===== src/rtl/reset_sequencer.sv =====
// -----------------------------------------------------------------------------
// reset_sequencer
//
// System reset controller. Merges four reset requests into one hold interval,
// then releases NUM_OUT low-active domain resets one after another, bit 0
// first, with STAGGER_CYCLES between consecutive releases.
//
// Request sources:
//   - reset      : synchronous active-high reset of this block itself
//   - fpgaStart  : low while FPGA start-up is incomplete (asynchronous)
//   - fpga_but1  : board push-button, active-low, debounced (asynchronous)
//   - sw_req     : single-cycle software request (synchronous to clk)
//
// Ports:
//   clk        in   system clock
//   reset      in   synchronous active-high reset, dominates everything
//   fpga_but1  in   push-button, low = pressed
//   fpgaStart  in   low = start-up not complete
//   sw_req     in   one-cycle software reset request
//   reset_n    out  [NUM_OUT-1:0] domain resets, low active, bit 0 first
//   busy       out  high while any reset_n bit is low
//   cause      out  last source: 00 reset, 01 fpgaStart, 10 button, 11 sw
// -----------------------------------------------------------------------------
module reset_sequencer #(
   parameter int HOLD_CYCLES     = 5_000_000,
   parameter int STAGGER_CYCLES  = 1000,
   parameter int NUM_OUT         = 3,
   parameter int DEBOUNCE_CYCLES = 100_000
) (
   input  logic               clk,
   input  logic               reset,
   input  logic               fpga_but1,
   input  logic               fpgaStart,
   input  logic               sw_req,
   output logic [NUM_OUT-1:0] reset_n,
   output logic               busy,
   output logic [1:0]         cause
);

   localparam int HOLD_W = $clog2(HOLD_CYCLES + 1);
   localparam int STAG_W = $clog2(STAGGER_CYCLES + 1);
   localparam int DEB_W  = $clog2(DEBOUNCE_CYCLES + 1);

   typedef enum logic [1:0] {
      ST_HOLD    = 2'd0,
      ST_STAGGER = 2'd1,
      ST_RUN     = 2'd2
   } state_t;

   // synchronisers and debounce
   logic              r_but_meta;
   logic              r_but_sync;
   logic              r_start_meta;
   logic              r_start_sync;
   logic [DEB_W-1:0]  r_deb_cnt;

   // sequencer state
   state_t            r_state;
   logic [HOLD_W-1:0] r_hold_cnt;
   logic [STAG_W-1:0] r_stag_cnt;
   logic [NUM_OUT-1:0] r_reset_n;
   logic              r_busy;
   logic [1:0]        r_cause;

   state_t             w_state_next;
   logic [HOLD_W-1:0]  w_hold_cnt_next;
   logic [STAG_W-1:0]  w_stag_cnt_next;
   logic [NUM_OUT-1:0] w_reset_n_next;
   logic               w_busy_next;
   logic [1:0]         w_cause_next;

   logic               w_press;
   logic               w_start_req;
   logic               w_trigger;
   logic [1:0]         w_trig_cause;
   logic [NUM_OUT-1:0] w_step_rn;

   // Synchronisers idle at 1 (inactive). The debounce counter saturates at
   // DEBOUNCE_CYCLES so a held button stays a continuous press.
   always_ff @(posedge clk) begin
      if (reset) begin
         r_but_meta   <= 1'b1;
         r_but_sync   <= 1'b1;
         r_start_meta <= 1'b1;
         r_start_sync <= 1'b1;
         r_deb_cnt    <= '0;
      end else begin
         r_but_meta   <= fpga_but1;
         r_but_sync   <= r_but_meta;
         r_start_meta <= fpgaStart;
         r_start_sync <= r_start_meta;
         if (r_but_sync) begin
            r_deb_cnt <= '0;
         end else if (r_deb_cnt != DEB_W'(DEBOUNCE_CYCLES)) begin
            r_deb_cnt <= r_deb_cnt + DEB_W'(1);
         end
      end
   end

   assign w_press     = (r_deb_cnt == DEB_W'(DEBOUNCE_CYCLES));
   assign w_start_req = ~r_start_sync;
   assign w_trigger   = w_press | w_start_req | sw_req;
   // fpgaStart outranks the button, which outranks software
   assign w_trig_cause = w_start_req ? 2'b01 :
                         w_press     ? 2'b10 : 2'b11;

   // reset_n is a thermometer code (released bits are a contiguous run from
   // bit 0), so the next release step is each bit OR-ed with its lower
   // neighbour, with bit 0 forced released.
   genvar gi;
   generate
      for (gi = 0; gi < NUM_OUT; gi++) begin : g_step
         if (gi == 0) begin : g_first
            assign w_step_rn[gi] = 1'b1;
         end else begin : g_next
            assign w_step_rn[gi] = r_reset_n[gi] | r_reset_n[gi-1];
         end
      end
   endgenerate

   always_ff @(posedge clk) begin
      if (reset) begin
         r_state    <= ST_HOLD;
         r_hold_cnt <= '0;
         r_stag_cnt <= '0;
         r_reset_n  <= '0;
         r_busy     <= 1'b1;
         r_cause    <= 2'b00;
      end else begin
         r_state    <= w_state_next;
         r_hold_cnt <= w_hold_cnt_next;
         r_stag_cnt <= w_stag_cnt_next;
         r_reset_n  <= w_reset_n_next;
         r_busy     <= w_busy_next;
         r_cause    <= w_cause_next;
      end
   end

   always_comb begin
      w_state_next    = r_state;
      w_hold_cnt_next = r_hold_cnt;
      w_stag_cnt_next = r_stag_cnt;
      w_reset_n_next  = r_reset_n;
      w_cause_next    = r_cause;

      // A trigger in any state wins over a release due on the same edge.
      if (w_trigger) begin
         w_state_next    = ST_HOLD;
         w_hold_cnt_next = '0;
         w_stag_cnt_next = '0;
         w_reset_n_next  = '0;
         w_cause_next    = w_trig_cause;
      end else begin
         case (r_state)
            ST_HOLD: begin
               w_reset_n_next = '0;
               if (r_hold_cnt == HOLD_W'(HOLD_CYCLES - 1)) begin
                  w_reset_n_next  = NUM_OUT'(1);
                  w_hold_cnt_next = '0;
                  w_stag_cnt_next = '0;
                  w_state_next    = (NUM_OUT == 1) ? ST_RUN : ST_STAGGER;
               end else begin
                  w_hold_cnt_next = r_hold_cnt + HOLD_W'(1);
               end
            end
            ST_STAGGER: begin
               if (r_stag_cnt == STAG_W'(STAGGER_CYCLES - 1)) begin
                  w_reset_n_next  = w_step_rn;
                  w_stag_cnt_next = '0;
                  if (&w_step_rn) begin
                     w_state_next = ST_RUN;
                  end
               end else begin
                  w_stag_cnt_next = r_stag_cnt + STAG_W'(1);
               end
            end
            ST_RUN: begin
               w_reset_n_next = '1;
            end
            default: begin
               w_state_next    = ST_HOLD;
               w_hold_cnt_next = '0;
               w_stag_cnt_next = '0;
               w_reset_n_next  = '0;
            end
         endcase
      end

      w_busy_next = ~(&w_reset_n_next);
   end

   assign reset_n = r_reset_n;
   assign busy    = r_busy;
   assign cause   = r_cause;

endmodule

===== config.mk =====
export PLATFORM = sky130hd
export DESIGN_NAME = reset_sequencer
export DESIGN_NICKNAME = d
export VERILOG_FILES = /design/src/rtl/reset_sequencer.sv
export SDC_FILE = /design/constraint.sdc
export NUM_CORES = 1
export LEC_CHECK = 0
export ABC_CLOCK_PERIOD_IN_PS = 5900
export CELL_PAD_IN_SITES_DETAIL_PLACEMENT = 1
export CELL_PAD_IN_SITES_GLOBAL_PLACEMENT = 2
export CORE_MARGIN = 1.5
export CORE_UTILIZATION = 40
export DETAILED_ROUTE_END_ITERATION = 10
export PLACE_DENSITY_LB_ADDON = 0.1
export SETUP_SLACK_MARGIN = 0.1
export SYNTH_ARGS = -nofsm -noshare
export SYNTH_HDL_FRONTEND = slang
export SYNTH_SLANG_ARGS = --single-unit

===== constraint.sdc =====
create_clock -name clk -period 5.9 [get_ports clk]
set_clock_uncertainty 0.2 [all_clocks]
set_input_delay 1.18 -clock clk [delete_from_list [all_inputs] [get_ports clk]]
set_output_delay 1.18 -clock clk [all_outputs]
set_load 0.02 [all_outputs]

# ---- After elaboration in Yosys (flattened, before gate mapping)
# Cells that the tools add are included.
dict set report totals {
  reg_bits 62
  input_bits 5
  out_inout_bits 6
}
dict set report op_classes {
  n_bitwise 7
  mux 15
  reduce_logical 8
  n_eq_ne 9
  add_sub_neg 3
}
# op n
set op_table {}
lappend op_table {{one-hot mux 23 bit (2 select lines)} 1}
lappend op_table {{one-hot mux 10 bit (3 select lines)} 1}
lappend op_table {{adder 23 x 1 -> 23 bit, second input constant} 1}
lappend op_table {{== test 23 bit, second input constant} 1}
lappend op_table {{2-to-1 mux 23 bit} 1}
lappend op_table {{2-to-1 mux 10 bit} 2}
lappend op_table {{adder 17 x 1 -> 17 bit, second input constant} 1}
lappend op_table {{== test 17 bit, second input constant} 1}
lappend op_table {{!= test 17 bit, second input constant} 1}
lappend op_table {{adder 10 x 1 -> 10 bit, second input constant} 1}
lappend op_table {{== test 10 bit, second input constant} 1}
lappend op_table {{one-hot mux 3 bit (3 select lines)} 1}
lappend op_table {{2-to-1 mux 2 bit} 4}
lappend op_table {{2-to-1 mux 3 bit} 2}
lappend op_table {{!= test 2 bit, second input constant} 3}
lappend op_table {{one-hot mux 2 bit (3 select lines)} 1}
lappend op_table {{OR reduction 2 bit} 3}
lappend op_table {{OR 1 bit} 4}
lappend op_table {{AND reduction 2 bit} 2}
lappend op_table {{AND reduction 4 bit} 1}
lappend op_table {{inverter 1 bit} 3}
lappend op_table {{AND reduction 3 bit} 1}
lappend op_table {{== test 2 x 1 -> 1 bit, second input constant} 1}
lappend op_table {{== test 2 bit, second input constant} 1}
lappend op_table {{2 further kinds} 3}

# ---- Depth between registers and ports, before layout
# Gate-level depths: netlist of run 1.
dict set report depth {
  depth_word 6
  depth_mapped 8
  depth_no_buf 7
}

# ---- Worst setup path after synthesis of run 1
# OpenSTA, ideal clock, no wires.
dict set report synth_timing {
  path_type {input -> register}
  from {input reset}
  to {register r_stag_cnt[8]}
  arrival_ns 2.197
  required_ns 5.626
  path_stages 4
  path_slack_ns 3.428
  cell_sequence {nand2b_1 a211o_1 or4_1 o21ai_0}
}
dict set report synth_via {
  elab_chain_len 1
}
# element line
set synth_lines {}
lappend synth_lines {{from (decl)} 31} ;# input logic reset,
lappend synth_lines {{OR reduction 2 bit (no line)} -}
lappend synth_lines {{to (signal assigned)} 132} ;# r_stag_cnt <= w_stag_cnt_next;
lappend synth_lines {{to (decl)} 60} ;# logic [STAG_W-1:0] r_stag_cnt;
# No other way between the ends.
# A chain may end at the register's enable or synchronous reset.

# ---- Worst setup path in the final report of run 1
# Same ends and word-level chain as after synthesis.

==> results of run 1 <==
## state kept, by name, indices dropped and copies added (netlist names)
signal and count:
busy 1, cause 2, r_but_meta 1, r_but_sync 1
r_deb_cnt 17, r_hold_cnt 23, r_stag_cnt 10, r_start_meta 1
r_start_sync 1, r_state 2, reset_n 3
## metal layers
metal,vias up,global-route usage,wire length (um)
met5,-,0,0
met4,0,0.0426,60
met3,5,0.0452,127
met2,13,0.289,2960
met1,1116,0.260,3330
li1,1212,-,-
## stage by stage
stage | power, W | instances | hold slack, ns
2_1_floorplan | 0.000443 | 340 | 0.189
3_5_place_dp | 0.000453 | 438 | 0.199
4_1_cts | 0.000793 | 452 | 0.207
5_1_grt | 0.000814 | 452 | 0.215
6_report | 0.000780 | 452 | 0.205
3_3_place_gp | 0.000452 | 438 | 0.192
## power by group through the flow
stage	sequential, W	clock (W)	combinational (W)
after floorplan	0.000434	0	0.00000969
after global placement	0.000433	0	0.0000190
after detailed placement	0.000433	0	0.0000200
after CTS	0.000423	0.000350	0.0000201
after global routing	0.000423	0.000369	0.0000216
final	0.000423	0.000338	0.0000194
## kinds of logic (layout without fill, tap and decap cells)
family | after synthesis | in the layout
and+or+nand+nor | 160 | 160
DFF | 62 | 62
AOI/OAI and AO/OA | 51 | 51
xor gates and xnor gates | 34 | 34
buffers and inverters | 24 | 40
adders and majority gates | 8 | 8
muxes | 1 | 1
## area by class of cell
class                           instances  area (um^2)
Multi-Input combinational cell        254         1560
Timing Repair Buffer                   13          123
Fill cell                             883         3640
Inverter                               13         48.8
Sequential cell                        62         1240
Clock buffer                           13          169
Clock inverter                          1         5.00
Tap cell                               96          120
## cells in the mapped netlist (3+ instances only)
library cell and count:
nor2b_1 4, o21ai_0 12, and4_1 7, dfxtp_1 62
or3_1 8, nand2b_1 3, nand3_1 15, or2_2 6
nor3_1 8, clkbuf_1 7, buf_2 4, xnor2_1 21
nand4_1 11, ha_1 8, a31oi_1 3, xor2_1 13
o22ai_1 3, a21oi_1 22, and2_1 3, nand2_1 26
or4_1 6, o31ai_1 3, nor2_1 48, inv_1 13
## how the worst min path moves through the flow
| stage | startpoint | endpoint | slack, ns | cells after the start |
|---|---|---|---|---|
| global route | r_start_meta | r_start_sync | 0.22 | 1 |
| detailed placement | r_start_meta | r_start_sync | 0.20 | 1 |
| finish | r_start_meta | r_start_sync | 0.21 | 1 |
| CTS | r_start_meta | r_start_sync | 0.21 | 1 |
| global placement | r_start_meta | r_start_sync | 0.19 | 1 |
| floorplan | r_but_meta | r_but_sync | 0.19 | 1 |
==> summary.md, run 1 <==
| Metric | Value |
|---|---|
| Status | completed |
| Post-synthesis compound-gate area fraction | 0.101 |
| Comb pwr share | 0.025 |
| Max cap viols | 0 |
| Grt ovf | 0 |
| Setup ws final | 2.93 ns |
| Top FF cell, synth | dfxtp_1 |
| Most common cell after layout, fill and taps aside | dfxtp_1 |
| P_leak | 1.01 nW |
| Post-Route WL | 6470 um |
| Crit-path cells | clkdlybuf4s50_1, nand2b_1, a211o_1, or4_1, o21ai_0 |
| FP Rows | 30 |
| Mux cell area share after synthesis | 0.00345 |
| Core area | 6910 um^2 |
| Nets | 366 |
| Root Driver | clkbuf_8 |
| Post-Syn Area per Cell | 8.52 um^2 |
| Vias | 2346 |
| Critical path arrival | 3.02 ns |
| R2r endpoint | r_hold_cnt[7] |
| IO Pins | 11 |
| Post-route cell area | 3270 um^2 |
| Ys Warns | 0 |
| DR pass1 iterations | 4 |
| Synth-to-Final Area Change | 12.8% |
| Port bufs | 10 |
| Core Util, Final | 0.473 |
| CTS max path bufs | 2 |
| CP Capture Type | flip-flop |
| Sequential fraction of the synthesis area | 0.428 |
| Post-DP HPWL | 4600 um |
| Largest net degree at the start of global routing | 22 |
| Synth Area in XOR/XNOR | 0.103 |
| Initial antenna violation count | 0 |
| Flop pwr share | 0.543 |
| Final Hold Viols | 0 |
| Cell taking the most area after synthesis | dfxtp_1 |
| Slew margin rel. | 0.579 |
| Worst setup path category | in2reg |
| Iter 0 DRT Violations | 68 |
| Setup TNS | 0 ns |
| Ant. Diodes | 0 |
| Num CTS Buffers | 9 |
| Vias in the first global route | 2351 |
| Worst skew pair latency | 0.33 ns |
| Setup-failing EPs final | 0 |
| Pint | 0.000612 W |
| RSZ-0062 raised after global routing | no |
| CP startpoint kind | primary input |
| Min Tclk post-route | 2.97 ns |
| CTS Sinks | 62 |
| Crit path depth | 5 |
| Achievable frequency | 0.337 GHz |
| Drc violations | 0 |
| Critical R2R Launch | r_deb_cnt[10] |
| Worst Setup EP | r_stag_cnt[8] |
| Cts hold-fix bufs | 0 |
| Synth Area in Simple Gates | 0.297 |
| Clock-pin slew on the worst setup and hold paths | 0.07 ns |
| Largest family of logic cells by synthesized area | simple AND/OR/NAND/NOR gates |
| Critical Path RT | 5.95 ns |
| Min-delay worst type | reg2reg |
| Synthesized flop and latch total | 62 |
| Pwr dens | 239 nW/um^2 |
| Area of the die | 7760 um^2 |
| Async set-or-reset flop fraction in the synthesized netlist | 0 |
| Post-synth EDFFs | 0 |
| Initial Util | 0.420 |
| Setup WS pre-CTS | 2.58 ns |
| Post-CTS setup buffer count | 0 |
| Register-to-Register Path Depth | 7 |
| R2R Setup Slk | 3.11 ns |
| Psw | 0.000168 W |
| Switching share of power | 0.216 |
| CP max stage delay | 0.55 ns |
| Post-synthesis adder-cell area fraction | 0.0345 |
| Ranking of synthesized cells by area | dfxtp_1 (43%), xnor2_1 (6.3%), nor2_1 (6.2%), xor2_1 (3.9%), a21oi_1 (3.8%) |
| Post-Syn Instances | 340 |
| DR vias/cell | 5.19 |
| Netlist cell types | 44 |
| Net Count, Synth | 353 |
| H-tree Lvls | 3 |
| Share of the synthesized area in the top cell type | 0.428 |
| Height of the die | 88.1 um |
| Worst-path fanout max | 11 |
| Layout cell share with drive strength beyond 1 | 0.0730 |
| Worst setup startpoint | reset |
| Antenna-violating nets left | 0 |
| DR WL/cell | 14.3 um |
| Critical path's top delay family | simple AND/OR/NAND/NOR gates |
| Slowest-stage cell, CP | or4_1 |
| Die X-Extent | 88.1 um |
| GP Congestion | 0.729 |
| Clk pwr share | 0.433 |
| Synthesized area | 2900 um^2 |
| Final Cycle Share | 0.503 |
| Bufs and invs on worst path | 1 |
| Placement Cell Area | 3090 um^2 |
| Most frequent cells in the layout | dfxtp_1 (62), nor2_1 (48), nand2_1 (26) |
| Max-slew violations | 0 |
| GRT Util Overall | 0.186 |
| Max VDD drop | 109 uV |
| Post-cts resize count | 0 |
| Clock tree from TritonCTS | built |
| First-pass GRT wire length | 11400 um |
| Slew @ Worst Pin | 0.627 ns |
No activity file was read; power rests on OpenSTA's default activity.
==> run 2, diff against run 1 <==
Settings changed: ABC_CLOCK_PERIOD_IN_PS 5900 to 2600, CORE_UTILIZATION 40 to 34.
Clock period 5.9 ns to 2.6 ns, I/O delays scaled along.
==> run 2 against run 1 <==
Sequential power rose by 130%. Clock-buffer cell count fell by 1. Design area rose by 5.3%. Routed wire length rose by 4.6%. Clock power rose to 2.8 times the previous value. Worst setup slack got worse by 2.7 ns. Global-route usage fell by 2.1 points. First-iteration DRC count fell by 40%. Core utilization fell by 5.4 points. Sequential cell count did not move. Die area rose by 17%. Sequential share of layout area fell by 1.9 points. Critical endpoint is now r_hold_cnt[17].
==> summary.md, run 2 (same netlist as run 1, synthesis figures left out) <==
| Metric | Value |
|---|---|
| DR vias/cell | 5.04 (-2.9%) |
| Critical path arrival | 2.39 ns (-0.63 ns) |
| Die X-Extent | 95.3 um (+8.2%) |
| Clk pwr share | 0.485 (+0.052) |
| Vias in the first global route | 2314 (-1.6%) |
| Achievable frequency | 0.425 GHz |
| Area of the die | 9090 um^2 (+17%) |
| Critical R2R Launch | r_deb_cnt[4] |
| Max cap viols | 0 (unchanged) |
| Slew @ Worst Pin | 0.529 ns (-0.0981 ns) |
| CP Capture Type | flip-flop |
| Port bufs | 10 (unchanged) |
| R2R Setup Slk | 0.25 ns (-2.86 ns) |
| Bufs and invs on worst path | 1 (unchanged) |
| Final Cycle Share | 0.904 |
| DR WL/cell | 14.2 um (-0.92%) |
| Status | completed |
| Worst-path fanout max | 11 (unchanged) |
| Grt ovf | 0 (unchanged) |
| Psw | 0.000416 W (+150%) |
| Height of the die | 95.3 um (+8.2%) |
| Vias | 2404 (+2.5%) |
| Core area | 8220 um^2 (+19%) |
| Post-DP HPWL | 4790 um (+4.2%) |
| Slew margin rel. | 0.644 (+0.0652) |
| CTS max path bufs | 2 (unchanged) |
| Num CTS Buffers | 9 (unchanged) |
| Biggest register | r_hold_cnt |
| H-tree Lvls | 3 (unchanged) |
| Setup ws final | 0.249 ns (-2.68 ns) |
| Worst setup startpoint | r_deb_cnt[4] |
| GRT Util Overall | 0.165 (-0.0212) |
| Antenna-violating nets left | 0 (unchanged) |
| Largest net degree at the start of global routing | 18 (-18%) |
| Ant. Diodes | 0 (unchanged) |
| Setup WS pre-CTS | 0.124 ns (-2.46 ns) |
| Post-Route WL | 6770 um (+4.6%) |
| Most common cell after layout, fill and taps aside | dfxtp_1 |
| Drc violations | 0 (unchanged) |
| Pwr dens | 569 nW/um^2 (+140%) |
| Flop pwr share | 0.491 (-0.052) |
| Critical path's top delay family | simple AND/OR/NAND/NOR gates |
| Busiest grt layer | met2 |
| CP startpoint kind | flip-flop |
| Dpl cells | 461 (+5.3%) |
| Met2 GRT Util | 0.252 (-0.0363) |
| Worst setup path category | reg2reg |
| Clock-pin slew on the worst setup and hold paths | 0.07 ns (about the same) |
| FP Rows | 33 (+10%) |
| Root Driver | clkbuf_8 |
| Placement Cell Area | 3210 um^2 (+3.8%) |
| CTS Sinks | 62 (unchanged) |
| # fillers | 976 (+11%) |
| DR pass1 iterations | 4 (unchanged) |
| Post-route cell area | 3440 um^2 (+5.3%) |
| Switching share of power | 0.212 (-0.00350) |
| Cts hold-fix bufs | 0 (unchanged) |
| Met3 usage | 0.0407 (-0.00457) |
| Final Hold Viols | 0 (unchanged) |
| Layout cell share with drive strength beyond 1 | 0.113 (+0.0399) |
| Worst skew pair latency | 0.35 ns (+0.02 ns) |
| Clock tree from TritonCTS | built |
| Comb pwr share | 0.025 (about the same) |
| GP Congestion | 0.716 (-1.8%) |
| Met1 GRT Util | 0.220 (-0.0409) |
| Setup TNS | 0 ns (unchanged) |
| Pint | 0.00154 W (+150%) |
| P_leak | 1.11 nW (+9.2%) |
| Synth-to-Final Area Change | 18.7% |
| CP max stage delay | 0.54 ns (about the same) |
| Crit-path cells | or4bb_1, nor4_2, a211oi_1, o21ai_1, buf_4, nor2_1 |
| Initial Util | 0.353 (-0.0669) |
| Iter 0 DRT Violations | 41 (-40%) |
| Area of the multi-input gates | 1580 um^2 (+0.96%) |
| Max-slew violations | 0 (unchanged) |
| WHS | 0.210 ns (+0.00520 ns) |
| Top Registers | r_hold_cnt (23), r_deb_cnt (17), r_stag_cnt (10) |
| Slowest-stage cell, CP | or4bb_1 |
| Critical Path RT | 2.63 ns (-3.32 ns) |
| IO Pins | 11 (unchanged) |
| Min-delay worst type | reg2reg |
| Min Tclk post-route | 2.35 ns |
| FF/Latch Area | 1240 um^2 (unchanged) |
| Initial antenna violation count | 0 (unchanged) |
| Max reg flops | 23 (unchanged) |
| First-pass GRT wire length | 11300 um (-0.12%) |
| Most frequent cells in the layout | dfxtp_1 (62), nor2_1 (48), nand2_1 (26) |
| RSZ-0062 raised after global routing | no |
| Nets | 380 (+3.8%) |
| Max VDD drop | 271 uV (+150%) |
| Hold_sp | r_but_meta |
| Setup-failing EPs final | 0 (unchanged) |
| Final cell count without fillers | 477 (+5.5%) |
run 2: timing repair:
item	4_1_cts	5_1_grt
pin swaps	0	0
gates resized for setup	1	1
buffers inserted	0	0
hold endpoints to repair	0	0
setup endpoints to repair	1	1
run 2: power groups by stage:
stage	logic, W	clock network, W	registers, W
after global placement	0.0000491	0	0.000982
after detailed placement	0.0000493	0	0.000982
after global routing	0.0000544	0.00101	0.000961
after CTS	0.0000497	0.000981	0.000960
after floorplan	0.0000220	0	0.000984
final	0.0000480	0.000949	0.000960
run 2: final cells by class:
class                           instances  area share
Timing Repair Buffer                   27      0.0662
Sequential cell                        62       0.361
Tap cell                              105      0.0382
Clock inverter                          4      0.0204
Inverter                               13      0.0142
Clock buffer                           12      0.0422
Multi-Input combinational cell        254       0.458
run 2: metal layers:
metal / share of wire / wire length (um) / vias up
li1: - / - / 1242
met1: 0.51 / 3450 / 1136
met2: 0.45 / 3050 / 16
met3: 0.023 / 153 / 10
met4: 0.017 / 114 / 0
met5: 0 / 0 / -
run 2: path summary, 6_finish.rpt:
| check | endpoint | depth (start not counted) |
|---|---|---|
| max | r_hold_cnt[17] | 6 |
| min reg2reg | r_but_sync | 1 |
| max reg2reg | r_hold_cnt[17] | 6 |
| min | r_but_sync | 1 |
run 2: metrics by stage:
stage	utilization	total power [W]
6_report	0.419	0.00196
5_1_grt	0.419	0.00203
4_1_cts	0.418	0.00199
3_5_place_dp	0.391	0.00103
3_3_place_gp	0.391	0.00103
2_1_floorplan	-	0.00101
